## src/rtl/nvme_ucq_sq.sv

```systemverilog
// rtl/nvme_ucq_sq.sv - microcontroller-side NVMe submission queue with staging buffer and endpoint read port
//
// Purpose:
//   The microcontroller writes a 64B SQ entry as 16 parity-protected dwords into
//   a staging buffer, then writes SQ_INSERT. The entry is copied into queue RAM at
//   the tail as four 144b words, the tail advances and a doorbell pulse is issued.
//   The endpoint reads queue RAM through a registered 144b port. The head follows
//   the SQ-head field of completions.
//
// IO map (window hit when ioaddress[11:7] == {ioaddr_base, 1'b0}):
//   0x00-0x3C STAGE[n]   read/write, n = addr[5:2]
//   0x40      SQ_INSERT  write only
//   0x44      SQ_STATUS  read only {par, 28'b0, perr, ovf, full, empty}
//
// Ports:
//   i_clk, i_reset                 clock, asynchronous active-high reset
//   i_ctl_sq_*                     ucontrol IO bus request (address, strobes, write data)
//   o_sq_ctl_ioread_data/_ioack    IO response
//   i_sq_reset                     synchronous queue clear
//   i_sq_head, i_sq_head_update    head load from completion entries
//   o_sq_tail_out, o_sq_doorbell   committed tail and advance pulse
//   o_sq_empty, o_sq_full          registered queue state
//   i_sq_rdaddr, o_sq_rddata       endpoint read port, one-cycle latency
//   o_sq_perror                    staging write parity error pulse
//
// Configuration macro: NVME_UCQ_SQ_PARCHK_EN enables odd-parity checking of STAGE writes.

module nvme_ucq_sq #(
    parameter int         num_entries   = 4,
    parameter int         sq_rdwidth    = 128,
    parameter logic [3:0] ioaddr_base   = 4'd0,
    localparam int        sq_ptr_width  = $clog2(num_entries),
    localparam int        sq_num_words  = num_entries * 4,
    localparam int        sq_addr_width = $clog2(sq_num_words),
    localparam int        sq_ramwidth   = sq_rdwidth * 9 / 8
) (
    input  logic                     i_clk,
    input  logic                     i_reset,
    input  logic [31:0]              i_ctl_sq_ioaddress,
    input  logic                     i_ctl_sq_ioread_strobe,
    input  logic [35:0]              i_ctl_sq_iowrite_data,
    input  logic                     i_ctl_sq_iowrite_strobe,
    output logic [35:0]              o_sq_ctl_ioread_data,
    output logic                     o_sq_ctl_ioack,
    input  logic                     i_sq_reset,
    input  logic [sq_ptr_width-1:0]  i_sq_head,
    input  logic                     i_sq_head_update,
    output logic [sq_ptr_width-1:0]  o_sq_tail_out,
    output logic                     o_sq_doorbell,
    output logic                     o_sq_empty,
    output logic                     o_sq_full,
    input  logic [sq_addr_width-1:0] i_sq_rdaddr,
    output logic [sq_ramwidth-1:0]   o_sq_rddata,
    output logic                     o_sq_perror
);

    localparam logic [1:0] S_IDLE = 2'd0;
    localparam logic [1:0] S_COPY = 2'd1;
    localparam logic [1:0] S_DONE = 2'd2;

    localparam logic [4:0] OFF_INSERT = 5'h10;
    localparam logic [4:0] OFF_STATUS = 5'h11;

    localparam logic [4:0]              lp_win     = {ioaddr_base, 1'b0};
    localparam logic [sq_ptr_width-1:0] lp_ptr_one = sq_ptr_width'(1);

    logic [35:0]              r_stage [0:15];
    logic [sq_ramwidth-1:0]   r_ram   [0:sq_num_words-1];

    logic [1:0]               r_state;
    logic [1:0]               r_k;
    logic [sq_ptr_width-1:0]  r_head;
    logic [sq_ptr_width-1:0]  r_tail;
    logic                     r_empty;
    logic                     r_full;
    logic                     r_ovf;
    logic                     r_perr;
    logic                     r_ioack;
    logic                     r_doorbell;
    logic                     r_perror;
    logic [35:0]              r_ioread_data;
    logic [sq_ramwidth-1:0]   r_rddata;

    logic                     w_hit;
    logic                     w_idle;
    logic                     w_wr;
    logic                     w_rd;
    logic [4:0]               w_off;
    logic                     w_stage_sel;
    logic                     w_par_bad;
    logic [31:0]              w_status;
    logic [35:0]              w_rd_data;
    logic [sq_ramwidth-1:0]   w_copy_word;
    logic                     w_tail_adv;
    logic [sq_ptr_width-1:0]  w_head_nxt;
    logic [sq_ptr_width-1:0]  w_tail_nxt;
    logic                     w_unused_addr;

    // Only address bits [11:2] take part in decode.
    assign w_unused_addr = ^{i_ctl_sq_ioaddress[31:12], i_ctl_sq_ioaddress[1:0]};

    assign w_off       = i_ctl_sq_ioaddress[6:2];
    assign w_stage_sel = !w_off[4];
    assign w_hit       = (i_ctl_sq_ioaddress[11:7] == lp_win);
    assign w_idle      = (r_state == S_IDLE);
    // Strobes are only honoured in IDLE; a queue clear also swallows a strobe.
    assign w_wr        = w_hit && i_ctl_sq_iowrite_strobe && w_idle && !i_sq_reset;
    assign w_rd        = w_hit && i_ctl_sq_ioread_strobe && !i_ctl_sq_iowrite_strobe
                         && w_idle && !i_sq_reset;

`ifdef NVME_UCQ_SQ_PARCHK_EN
    // Each byte plus its parity bit must carry an odd number of ones.
    always_comb begin
        w_par_bad = 1'b0;
        for (int b = 0; b < 4; b++) begin
            if (!(^{i_ctl_sq_iowrite_data[32+b], i_ctl_sq_iowrite_data[8*b +: 8]})) begin
                w_par_bad = 1'b1;
            end
        end
    end
`else
    assign w_par_bad = 1'b0;
`endif

    assign w_status = {28'd0, r_perr, r_ovf, r_full, r_empty};

    always_comb begin
        w_rd_data = '0;
        if (w_stage_sel) begin
            w_rd_data = r_stage[w_off[3:0]];
        end else if (w_off == OFF_STATUS) begin
            w_rd_data[31:0] = w_status;
            for (int b = 0; b < 4; b++) begin
                w_rd_data[32+b] = ~^w_status[8*b +: 8];
            end
        end
    end

    // RAM word k of an entry: dwords 4k..4k+3 little-endian in the data field,
    // their parity nibbles in the same order above the data.
    always_comb begin
        w_copy_word = '0;
        for (int d = 0; d < 4; d++) begin
            w_copy_word[32*d +: 32]           = r_stage[{r_k, 2'(d)}][31:0];
            w_copy_word[sq_rdwidth + 4*d +: 4] = r_stage[{r_k, 2'(d)}][35:32];
        end
    end

    // Tail advances on the edge that writes the last word, so DONE shows the new tail.
    assign w_tail_adv = (r_state == S_COPY) && (r_k == 2'd3);
    assign w_head_nxt = i_sq_reset ? '0 : (i_sq_head_update ? i_sq_head : r_head);
    assign w_tail_nxt = i_sq_reset ? '0 : (w_tail_adv ? r_tail + lp_ptr_one : r_tail);

    always_ff @(posedge i_clk or posedge i_reset) begin
        if (i_reset) begin
            r_state       <= S_IDLE;
            r_k           <= 2'd0;
            r_head        <= '0;
            r_tail        <= '0;
            r_empty       <= 1'b1;
            r_full        <= 1'b0;
            r_ovf         <= 1'b0;
            r_perr        <= 1'b0;
            r_ioack       <= 1'b0;
            r_doorbell    <= 1'b0;
            r_perror      <= 1'b0;
            r_ioread_data <= '0;
        end else begin
            r_ioack    <= 1'b0;
            r_doorbell <= 1'b0;
            r_perror   <= 1'b0;
            r_head     <= w_head_nxt;
            r_tail     <= w_tail_nxt;
            r_empty    <= (w_head_nxt == w_tail_nxt);
            r_full     <= (w_head_nxt == w_tail_nxt + lp_ptr_one);
            if (i_sq_reset) begin
                r_state <= S_IDLE;
                r_k     <= 2'd0;
                r_ovf   <= 1'b0;
                r_perr  <= 1'b0;
            end else begin
                case (r_state)
                    S_IDLE: begin
                        if (w_wr) begin
                            if (w_off == OFF_INSERT) begin
                                if (r_full) begin
                                    r_ovf   <= 1'b1;
                                    r_ioack <= 1'b1;
                                end else begin
                                    r_state <= S_COPY;
                                    r_k     <= 2'd0;
                                end
                            end else begin
                                r_ioack <= 1'b1;
                                if (w_stage_sel && w_par_bad) begin
                                    r_perr   <= 1'b1;
                                    r_perror <= 1'b1;
                                end
                            end
                        end else if (w_rd) begin
                            r_ioack       <= 1'b1;
                            r_ioread_data <= w_rd_data;
                        end
                    end
                    S_COPY: begin
                        r_k <= r_k + 2'd1;
                        if (r_k == 2'd3) begin
                            r_state    <= S_DONE;
                            r_ioack    <= 1'b1;
                            r_doorbell <= 1'b1;
                        end
                    end
                    S_DONE:  r_state <= S_IDLE;
                    default: r_state <= S_IDLE;
                endcase
            end
        end
    end

    // Staging buffer and queue RAM carry no reset.
    always_ff @(posedge i_clk) begin
        if (w_wr && w_stage_sel && !w_par_bad) begin
            r_stage[w_off[3:0]] <= i_ctl_sq_iowrite_data;
        end
        if ((r_state == S_COPY) && !i_sq_reset) begin
            r_ram[{r_tail, r_k}] <= w_copy_word;
        end
    end

    // Read-before-write: a same-cycle write to the addressed word returns old data.
    always_ff @(posedge i_clk or posedge i_reset) begin
        if (i_reset) begin
            r_rddata <= '0;
        end else begin
            r_rddata <= r_ram[i_sq_rdaddr];
        end
    end

    assign o_sq_ctl_ioread_data = r_ioread_data;
    assign o_sq_ctl_ioack       = r_ioack;
    assign o_sq_tail_out        = r_tail;
    assign o_sq_doorbell        = r_doorbell;
    assign o_sq_empty           = r_empty;
    assign o_sq_full            = r_full;
    assign o_sq_rddata          = r_rddata;
    assign o_sq_perror          = r_perror;

endmodule

```

## config.mk

```make
export PLATFORM = sky130hd
export DESIGN_NAME = nvme_ucq_sq
export DESIGN_NICKNAME = d
export VERILOG_FILES = /design/src/rtl/nvme_ucq_sq.sv
export SDC_FILE = /design/constraint.sdc
export NUM_CORES = 2
export LEC_CHECK = 0
export ABC_CLOCK_PERIOD_IN_PS = 7760
export CORE_UTILIZATION = 35
export CTS_CLUSTER_DIAMETER = 40
export DETAILED_ROUTE_END_ITERATION = 8
export HOLD_SLACK_MARGIN = 0.02
export SLEW_MARGIN = 20
export SYNTH_ARGS = -nofsm -noshare
export SYNTH_HDL_FRONTEND = slang
export SYNTH_SLANG_ARGS = --single-unit
```

## constraint.sdc

```tcl
create_clock -name i_clk -period 7.76 [get_ports i_clk]
set_input_delay 1.164 -clock i_clk [delete_from_list [all_inputs] [get_ports i_clk]]
set_output_delay 1.164 -clock i_clk [all_outputs]
set_load 0.05 [all_outputs]
```

==> results.txt <==
The run finished with clean final reports. The netlist uses 44 different library cells. Before antenna repair, the detailed router went through 5 iterations. In this run the tightest slew margin relative to its limit is a little over a quarter.

Derived from the worst setup path, the maximum achievable clock frequency is 243.6 MHz. The leakage power figure came out at 44.20 nW. The startpoint of the most critical register-to-register path is r_k[0]$_DFFE_PP0P_. The total of buffers placed on input and output ports came out at about 240. STA classifies the critical path endpoint as a flip-flop.

The number of placement rows is between 200 and 250. The vertical die dimension is approximately 580 um. The number of hold buffers added after CTS is 0. Counting cells, the worst reg-to-reg path comes to 3. The post-route clock skew came out at 85.44 ps. After clock tree synthesis, the clock-pin slew on the worst setup and hold paths is ~60 ps. The insertion delay to the later sink of the worst-skew pair came out at just over 900 ps.

The detail-routed net length per standard cell came out at between 30 and 40 um. Yosys printed 0 warnings. The number of antenna violations at the first check in global routing was 60. The number of remaining DRC errors is 0. STA classifies the critical path startpoint as an input pin. The total setup violations reported at the end of the flow is 0. The multi-input gate area in the final layout is ~25000 sq um. The standard cell core area came out at about 330000 sq um. The register area came out at about 90000 sq um. The wire length of the first global-routing pass is 435600 um. Setup repair after global routing left no endpoint under its margin. The post-CTS resize count came out at 0. The minimum clock period after layout is 4105 ps. The most used flip-flop cell after synthesis is sky130_fd_sc_hd__edfxtp_1. The number of buffers inserted during clock tree synthesis came out at ~400. The initial standard-cell utilization of the core came out at a little over a third. The number of maximum-capacitance violations is 0. The largest fanout on the critical path is 23. sky130_fd_sc_hd__edfxtp_1 is the most common cell in the netlist.

Yosys mapped a number of flops with a built-in enable equal to 2880. The clock tree root driver cell is sky130_fd_sc_hd__clkbuf_16. The biggest area consumer among synthesized cells is sky130_fd_sc_hd__edfxtp_1. The number of levels in the clock H-tree came out at 5. The detailed router's first-iteration violation count is around 6400. The final critical path takes up approximately 53% of the cycle. The area share of the largest cell type after synthesis came out at about three quarters. A synthesized cell averages ~24 sq um. The number of fillers in the final layout is around 28000. Global routing used ~18% of the available tracks.

The critical path is of the in2reg type. The area growth from synthesis to final layout came out at 19.12%. The commonest cells after synthesis are sky130_fd_sc_hd__edfxtp_1 (2880), sky130_fd_sc_hd__mux4_2 (940), sky130_fd_sc_hd__dfrtp_1 (192), sky130_fd_sc_hd__clkbuf_1 (100), sky130_fd_sc_hd__mux2i_1 (95). The post-layout net count came out at about 5400. For this run, the register share of the synthesized area comes to between 70% and 80%. The maximum number of pins on one net before global-route repair is ~130. The routability-driven placement congestion ratio is approximately 0.8. The path with the worst hold slack has its endpoint at r_state[0]$_DFFE_PP0P_. The worst-case vdd ir drop came out at 0.2126 mV. The count of final hold-check violations is 0. The slew at the pin with the worst max-slew slack came out at 1100 ps. The ratio of cells with drive above 1 in the final layout came out at around a third.

For this design the ratio of total power to cell area is just over 300 nW/um^2. about 270 I/O pins were placed. The startpoint identified for the worst hold timing path is r_state[0]$_DFFE_PP0P_.

In this run the remaining antenna-violating nets after routing total 0. After synthesis the cells add up to approximately 120000 sq um. The die boundary width is 581.5 um. The type of the worst min-delay path is reg2reg. The total power of the final layout is around 0.044 W. For flop-to-flop paths, the worst setup slack is ~4000 ps. Sorting the synthesized cells by area gives the leading types as sky130_fd_sc_hd__edfxtp_1 (74%), sky130_fd_sc_hd__mux4_2 (18%), sky130_fd_sc_hd__dfrtp_1 (4.1%).

Dividing the detail-routed via count by the number of cells gives around 5.5. The proportion of synthesized flip-flops having asynchronous set or reset is 6.281%. The via count of the first global-routing pass came out at around 57000. The number of instances in the synthesized netlist came out at 4801. The net count after synthesis is between 4000 and 5000. The data arrival at the endpoint of the critical path came out at approximately 4600 ps. The routed layout has 55292 vias. For the final routed database, the setup TNS stands at 0 ps. TritonCTS built the clock tree. Wires add up to approximately 310000 um. The number of buffers added for setup after CTS is 0.

The worst register-to-register path ends at r_ram[13][23]$_DFFE_PP_. For this design, the sink count on the clock tree is 3073. The leftover overflow at the end of global routing is 0. The max-slew violation total from the final report came out at 0.

The floorplan step defined a die boundary enclosing around 340000 sq um. STA puts the critical path data required time at 8290 ps. The detailed placer's ending HPWL is between 150000 and 200000 um. The launch point of the worst path is i_ctl_sq_ioaddress[8]. The total of flip-flops plus latches after synthesis came out at 3073. The number of stages on the worst hold path is 1. The maximum clock insertion buffer count came out at 4.
[per-layer routing]
layer	vias to the layer above	global-route usage [%]	share of wire, %
met4	12	4.711	2.5
met3	536	3.328	7.7
met1	30396	24.64	41
li1	21934	-	-
met5	-	0	0.025
met2	2414	29.79	49
[cell type report]
type                    count  area share (%)
flip-flops and latches   3073           65.23
multi-input cells        1453           17.88
clock buffers             457           7.556
well taps                4387           3.921
repair buffers            349           2.701
clock inverters           290           2.674
inverters                   6         0.02145
diodes                     12         0.02145
[worst max-delay path by stage]
| stage | to | cells past startpoint |
|---|---|---|
| final | r_stage[11][34]$_DFFE_PP_ | 7 |
| after global routing | r_stage[11][34]$_DFFE_PP_ | 7 |
| after CTS | r_stage[11][10]$_DFFE_PP_ | 7 |
| after detailed placement | r_stage[11][34]$_DFFE_PP_ | 7 |
| after global placement | r_stage[1][17]$_DFFE_PP_ | 7 |
| after floorplan | o_sq_ctl_ioack$_DFF_PP0_ | 1 |
[stage by stage]
stage / std cells / setup slack [ps] / area (sq um) / util (%) / hold slack [ps]
CTS: 10015 / 3694 / 140000 / 41.94 / 534.1
global placement: 9266 / 2613 / 125600 / 37.64 / 528.5
detailed placement: 9268 / 2798 / 125600 / 37.65 / 539.4
floorplan: 4801 / 1342 / 117500 / - / 499.0
finish: 10027 / 3655 / 140000 / 41.95 / 559.7
global route: 10017 / 3542 / 140000 / 41.95 / 587.5
[report_power, final]
group	total (W)	leakage (nW)	internal (W)	switching, W
logic	0.00427	9.04	0.00126	0.00302
registers	0.0198	28.2	0.0197	0.000147
clock network	0.0195	6.91	0.0120	0.00747
[placed cells by master (no fill, tap or decap), types with 5 or more instances in the layout]
master,netlist,final
sky130_fd_sc_hd__a211oi_1,51,51
sky130_fd_sc_hd__a21oi_1,60,60
sky130_fd_sc_hd__a22o_1,28,28
sky130_fd_sc_hd__a22oi_1,58,58
sky130_fd_sc_hd__and3_4,0,16
sky130_fd_sc_hd__buf_12,0,41
sky130_fd_sc_hd__buf_4,52,64
sky130_fd_sc_hd__bufinv_16,0,61
sky130_fd_sc_hd__clkbuf_1,100,34
sky130_fd_sc_hd__clkbuf_16,0,411
sky130_fd_sc_hd__clkbuf_8,0,13
sky130_fd_sc_hd__clkdlybuf4s50_1,0,236
sky130_fd_sc_hd__clkinv_1,0,22
sky130_fd_sc_hd__clkinv_2,0,47
sky130_fd_sc_hd__clkinv_4,0,27
sky130_fd_sc_hd__clkinv_8,0,12
sky130_fd_sc_hd__clkinvlp_4,0,39
sky130_fd_sc_hd__dfrtp_1,192,190
sky130_fd_sc_hd__diode_2,0,12
sky130_fd_sc_hd__edfxtp_1,2880,2880
sky130_fd_sc_hd__ha_1,8,8
sky130_fd_sc_hd__inv_1,6,5
sky130_fd_sc_hd__inv_6,0,58
sky130_fd_sc_hd__inv_8,0,18
sky130_fd_sc_hd__mux2i_1,95,95
sky130_fd_sc_hd__mux4_2,940,940
sky130_fd_sc_hd__nand2_1,39,39
sky130_fd_sc_hd__nor2_1,31,18
sky130_fd_sc_hd__nor2_4,0,14
sky130_fd_sc_hd__nor2b_1,57,55
sky130_fd_sc_hd__nor3_1,10,6
sky130_fd_sc_hd__o22ai_1,14,14
[registers in the layout, indices dropped and copies added, names as in the netlist, 2 cells and up]
register	cells
r_head	2
r_stage	576
r_ram	2304
o_sq_tail_out	2
r_k	2
o_sq_rddata	144
o_sq_ctl_ioread_data	36
r_state	2
[cells by family (layout without fill, tap and decap cells)]
kind of cell | count (synthesis) | in the layout | share of synthesized area [%]
buffers and inverters | 275 | 1102 | 1.206
other | 1 | 13 | 0.003191
flip-flops | 3073 | 3073 | 77.70
AND/OR/NAND/NOR | 179 | 179 | 0.8059
AO/OA/AOI/OAI | 223 | 223 | 1.322
XOR/XNOR | 4 | 4 | 0.02981
adder cells (fa/ha/maj) | 8 | 8 | 0.08517
multiplexers | 1038 | 1038 | 18.85
[critical path, cell delays in order]
cell	delay [ps]
sky130_fd_sc_hd__clkdlybuf4s50_1	400
sky130_fd_sc_hd__nor4_1	370
sky130_fd_sc_hd__nand3b_1	470
sky130_fd_sc_hd__nor4b_1	480
sky130_fd_sc_hd__nand2_1	320
sky130_fd_sc_hd__nor2_4	910
sky130_fd_sc_hd__buf_4	470
No activity file was read; power rests on OpenSTA's default activity.
